**src/rtl/cpu_datapath.sv**
```systemverilog
// cpu_datapath: register/ALU datapath of the 8-bit CPU (state, PC, IR, A, B, alu_q, zf, MDR, halted).
// Optional build macro JUMP_SIGNED_EN: sign-extend pc_offset for backward jumps (default: zero-extend).
`default_nettype none

module cpu_datapath #(
  parameter int ADDR_W = 8
) (
  input  logic              clk,
  input  logic              reset_n,
  input  logic [7:0]        next_state,
  input  logic              pc_we,
  input  logic              pc_sel,
  input  logic [3:0]        pc_offset,
  input  logic              addr_sel,
  input  logic [3:0]        addr_offset,
  input  logic              mem_sel,
  input  logic              mem_we_in,
  input  logic [2:0]        alu_opcode,
  input  logic              alu_sel_a,
  input  logic              alu_sel_b,
  input  logic              alu_we,
  input  logic              zf_we,
  input  logic              ir_we,
  input  logic              a_sel,
  input  logic              b_sel,
  input  logic              a_we,
  input  logic              b_we,
  input  logic              halt,
  input  logic [7:0]        mem_rdata,
  output logic [ADDR_W-1:0] mem_addr,
  output logic [7:0]        mem_wdata,
  output logic              mem_we,
  output logic [7:0]        instr,
  output logic [7:0]        state,
  output logic              zf,
  output logic              halted
);

  localparam logic [2:0] ALU_ADD = 3'b000;
  localparam logic [2:0] ALU_AND = 3'b001;
  localparam logic [2:0] ALU_NOT = 3'b010;

  logic [7:0]        state_q, state_d;
  logic [ADDR_W-1:0] pc_q, pc_d;
  logic [7:0]        ir_q, ir_d;
  logic [7:0]        a_q, a_d;
  logic [7:0]        b_q, b_d;
  logic [7:0]        alu_q, alu_d;
  logic              zf_q, zf_d;
  logic [7:0]        mdr_q;
  logic              halted_q;

  logic [ADDR_W-1:0] jump_ext;
  logic [ADDR_W-1:0] addr_ext;
  logic [7:0]        alu_x, alu_y, alu_res;

`ifdef JUMP_SIGNED_EN
  assign jump_ext = {{(ADDR_W-4){pc_offset[3]}}, pc_offset};
`else
  assign jump_ext = {{(ADDR_W-4){1'b0}}, pc_offset};
`endif
  assign addr_ext = {{(ADDR_W-4){1'b0}}, addr_offset};

  always_comb begin
    alu_x = alu_sel_a ? b_q : a_q;
    alu_y = alu_sel_b ? b_q : a_q;
    case (alu_opcode)
      ALU_ADD: alu_res = alu_x + alu_y;
      ALU_AND: alu_res = alu_x & alu_y;
      ALU_NOT: alu_res = ~alu_x;
      default: alu_res = 8'h00;
    endcase
  end

  // Next-state values; the halt freeze is applied in the register process.
  always_comb begin
    state_d = next_state;
    pc_d    = pc_q;
    ir_d    = ir_q;
    a_d     = a_q;
    b_d     = b_q;
    alu_d   = alu_q;
    zf_d    = zf_q;
    if (pc_we) begin
      pc_d = pc_sel ? (pc_q + jump_ext) : (pc_q + ADDR_W'(1));
    end
    if (ir_we)  ir_d  = mem_rdata;
    if (a_we)   a_d   = a_sel ? alu_q : mdr_q;
    if (b_we)   b_d   = b_sel ? alu_q : mdr_q;
    if (alu_we) alu_d = alu_res;
    if (zf_we)  zf_d  = (alu_res == 8'h00);
  end

  always_ff @(posedge clk or negedge reset_n) begin
    if (!reset_n) begin
      state_q  <= 8'h00;
      pc_q     <= '0;
      ir_q     <= 8'h00;
      a_q      <= 8'h00;
      b_q      <= 8'h00;
      alu_q    <= 8'h00;
      zf_q     <= 1'b0;
      mdr_q    <= 8'h00;
      halted_q <= 1'b0;
    end else begin
      mdr_q <= mem_rdata;
      if (halt) halted_q <= 1'b1;
      if (!halted_q) begin
        state_q <= state_d;
        pc_q    <= pc_d;
        ir_q    <= ir_d;
        a_q     <= a_d;
        b_q     <= b_d;
        alu_q   <= alu_d;
        zf_q    <= zf_d;
      end
    end
  end

  assign mem_addr  = addr_sel ? (pc_q + addr_ext) : pc_q;
  assign mem_wdata = mem_sel ? b_q : a_q;
  assign mem_we    = mem_we_in & ~halted_q;
  assign instr     = ir_q;
  assign state     = state_q;
  assign zf        = zf_q;
  assign halted    = halted_q;

endmodule

`default_nettype wire

```
**config.mk**
```make
export PLATFORM = sky130hd
export DESIGN_NAME = cpu_datapath
export DESIGN_NICKNAME = d
export VERILOG_FILES = /design/src/rtl/cpu_datapath.sv
export SDC_FILE = /design/constraint.sdc
export NUM_CORES = 1
export LEC_CHECK = 0
export CORE_UTILIZATION = 35
export DETAILED_ROUTE_END_ITERATION = 8
export SYNTH_ARGS = -nofsm -noshare
export SYNTH_HDL_FRONTEND = slang
export SYNTH_SLANG_ARGS = --single-unit
```
**constraint.sdc**
```tcl
create_clock -name clk -period 4.1 [get_ports clk]
set_input_delay 1.025 -clock clk [delete_from_list [all_inputs] [get_ports clk]]
set_output_delay 1.025 -clock clk [all_outputs]
set_load 0.02 [all_outputs]
```
==> reports/results.txt <==
CP endpoint = mem_addr[4]
reg-to-reg setup timing slack = 1.39 ns
Setup TNS = 0 ns
FFs w/ async S/R, synth = 1.000
Period minus WS final = 3.991 ns
Num CTS Buffers = 9
Hold Crit Class = reg -> reg
Synth Flop Type = dfrtp_1
worst rel slew slack = 0.3361
Slowest cell on crit path = clkdlybuf4s50_1
core area = 9774 um2
clk_skew = 0.004154 ns
post-DR vias/cell = 4.935
final hold violations = 0
Seq/Total Area, Yosys = 0.4096
Initial Util = 0.3625
CTS tree = built
ratio of cells with drive above 1 in the final layout = 0.1900
critical path arrival = 2.97 ns
RR Endpoint = zf
Max FO, Critical Path = 2
Site Rows = 36
H-tree Lvls = 3
Slew Limit Fails = 0
Gate Count Post-Synth = 335
final worst-path cycle share = 0.9734
vias in the first global route = 2,769
Crit Path Class = in -> out
Die Ht = 102.6 um
detailed placement HPWL = 6.106 mm
max layer used = met4
Post-synth EDFFs = 0
R2R depth = 9
worst hold path startpoint = instr[7]
LEAKAGE = 0.002085 uW
status = complete, no violations
GR Util All Layers = 0.1648
clk sinks = 58
CP peak stage delay = 0.46 ns
gr ovfl total = 0
Net Count, Synth = 398
IO Port Bufs = 78
Critical R2R Launch = b_q[0]
met2 wire len = 3.543 mm
Peak VDD IR = 0.2750 mV
Synth Warn # = 0
power density over the cells = 342.5 nW/um2
crit path cell chain = clkdlybuf4s50_1 -> ha_1 -> inv_1 -> fa_1 -> nor2b_1 -> o21a_1 -> o21ai_0 -> buf_4 -> xnor2_1 -> buf_2
met1 wire length = 3.766 mm
area grow syn2layout = 31.46%
Crit path required time = 3.07 ns
crit start category = primary input
routability cong. = 0.7557
Critical Path End Type = output pin
Crit. Startpoint = addr_offset[0]
total number of vias = 2,734
initial antenna violation count = 0
global-route wire length before repair = 13.37 mm
max-cap violations = 0
met3 routed WL = 511 um
# diodes = 0
die area = 10,530 um2
CTS Buffer Depth = 2
Yosys reg bits = 58
Yosys cell types = 49
clk slew on worst S/H paths = 0.06 ns
Placed Area = 4488 um2
latest clock arrival within the worst-skew pair = 0.33 ns
DRT iter0 DRCs = 129
Horiz. Die Dim = 102.6 um
# IOs = 79
Post-Route WL = 7.923 mm
hold-fix buffers at CTS = 0
worst hold slack = 0.5054 ns
RSZ-0062 raised after global routing = false
Fmax = 250.6 MHz
largest net degree at the start of global routing = 45
mean area per synthesized cell = 10.58 um2
CTS root buf = clkbuf_8
DR WL/cell = 14.30 um
Finished Cell Area = 4658 um2
Layout Nets = 480
Final Setup Violations = 0
ANT nets after route = 0
synthesized area = 3543 um2
worst slew pin tran = 0.9958 ns
Post-route DRC = 0
Pre-Repair DR Iteration Count = 4
## what timing repair did
action	CTS	global route
resized for setup	10	9
setup buffers	0	0
setup endpoints to repair	5	5
## synth_stat cells, types with 3 or more instances
library cell,instances,share of area
inv_1,13,0.014
fa_1,3,0.017
and2_1,3,0.0053
buf_2,4,0.0056
ha_1,16,0.056
nor2b_1,13,0.023
a21oi_1,6,0.0085
nand2_1,31,0.033
nor3b_1,6,0.013
xnor2_1,9,0.022
nor2_1,9,0.0095
nand3_1,3,0.0042
a21o_1,3,0.0064
nand2b_1,8,0.014
nor4b_1,3,0.0074
o211ai_1,3,0.0064
clkbuf_1,12,0.013
mux2i_1,19,0.054
dfrtp_1,58,0.41
xor2_1,4,0.0099
mux2_2,44,0.14
o21ai_0,31,0.044
## final cells by class
| class | instances | area [um2] |
|---|---|---|
| Fill cell | 939 | 5116 |
| Multi-Input combinational cell | 247 | 1974 |
| Sequential cell | 58 | 1451 |
| Timing Repair Buffer | 88 | 832.0 |
| Tap cell | 133 | 166.4 |
| Clock buffer | 12 | 145.1 |
| Inverter | 13 | 48.80 |
| Clock inverter | 3 | 40.04 |
## power by group
group	switching, uW	total, uW	internal [uW]
logic	201	429	228
clock network	217	510	292
registers	36.8	657	620
## cells by family (layout without fill, tap and decap cells)
| group | Yosys count | count (layout) | share of synthesized area |
|---|---|---|---|
| AO/OA/AOI/OAI | 65 | 65 | 0.1229 |
| adder cells (fa/ha/maj) | 19 | 19 | 0.07345 |
| AND/OR/NAND/NOR | 86 | 86 | 0.1299 |
| buffers and inverters | 30 | 116 | 0.03425 |
| flip-flops | 58 | 58 | 0.4096 |
| multiplexers | 64 | 64 | 0.1977 |
| XOR/XNOR | 13 | 13 | 0.03213 |
## registers in the layout, summed over array words and instances (netlist names), 8 cells and up
register and flops:
instr 8, a_q 8, state 8, mdr_q 8
alu_q 8, b_q 8, pc_q 8
## worst min-delay path by stage
stage                     to  slack, ns  cells past startpoint
floorplan            pc_q[7]       0.47                      1
global placement    alu_q[3]       0.49                      2
detailed placement  instr[7]       0.50                      1
CTS                 instr[7]       0.51                      1
global route        state[2]       0.52                      1
finish              instr[7]       0.51                      1
## cell usage in the layout, fill, tap and decap left out, types with 3 or more instances in the layout
cell	instances
nor4b_1	3
clkbuf_8	10
xor2_1	4
nand2b_1	8
o21ai_0	31
mux2_2	44
nor2b_1	13
and2_1	3
a21oi_1	5
o211ai_1	3
nor3b_1	6
nor2_1	9
buf_4	10
nand2_1	31
nand3_1	3
clkdlybuf4s50_1	71
fa_1	3
mux2i_1	19
buf_2	3
inv_1	13
xnor2_1	9
a21o_1	3
dfrtp_1	58
ha_1	16
## through the flow
| step | std cells | utilization | worst slack (ns) | total power, uW |
|---|---|---|---|---|
| floorplan | 335 | - | 0.6055 | 908.6 |
| global placement | 539 | 0.4592 | -0.2748 | 1092 |
| detailed placement | 539 | 0.4592 | -0.3455 | 1101 |
| CTS | 554 | 0.4773 | 0.006830 | 1609 |
| global route | 554 | 0.4766 | 0.007427 | 1685 |
| finish | 554 | 0.4766 | 0.1092 | 1596 |
## critical path: cells and delay by family
family / cells / cell delay (ns)
AOI/OAI and AO/OA: 2 / 0.23
xor gates and xnor gates: 1 / 0.12
adders and majority gates: 2 / 0.58
buffers and inverters: 4 / 0.87
and+or+nand+nor: 1 / 0.14
## metal layers
metal | track usage | vias up
met1 | 0.2220 | 1286
met5 | 0 | -
met4 | 0.05604 | 0
li1 | - | 1356
met2 | 0.2574 | 83
met3 | 0.04203 | 9
Power figures use the tool's default switching activity.
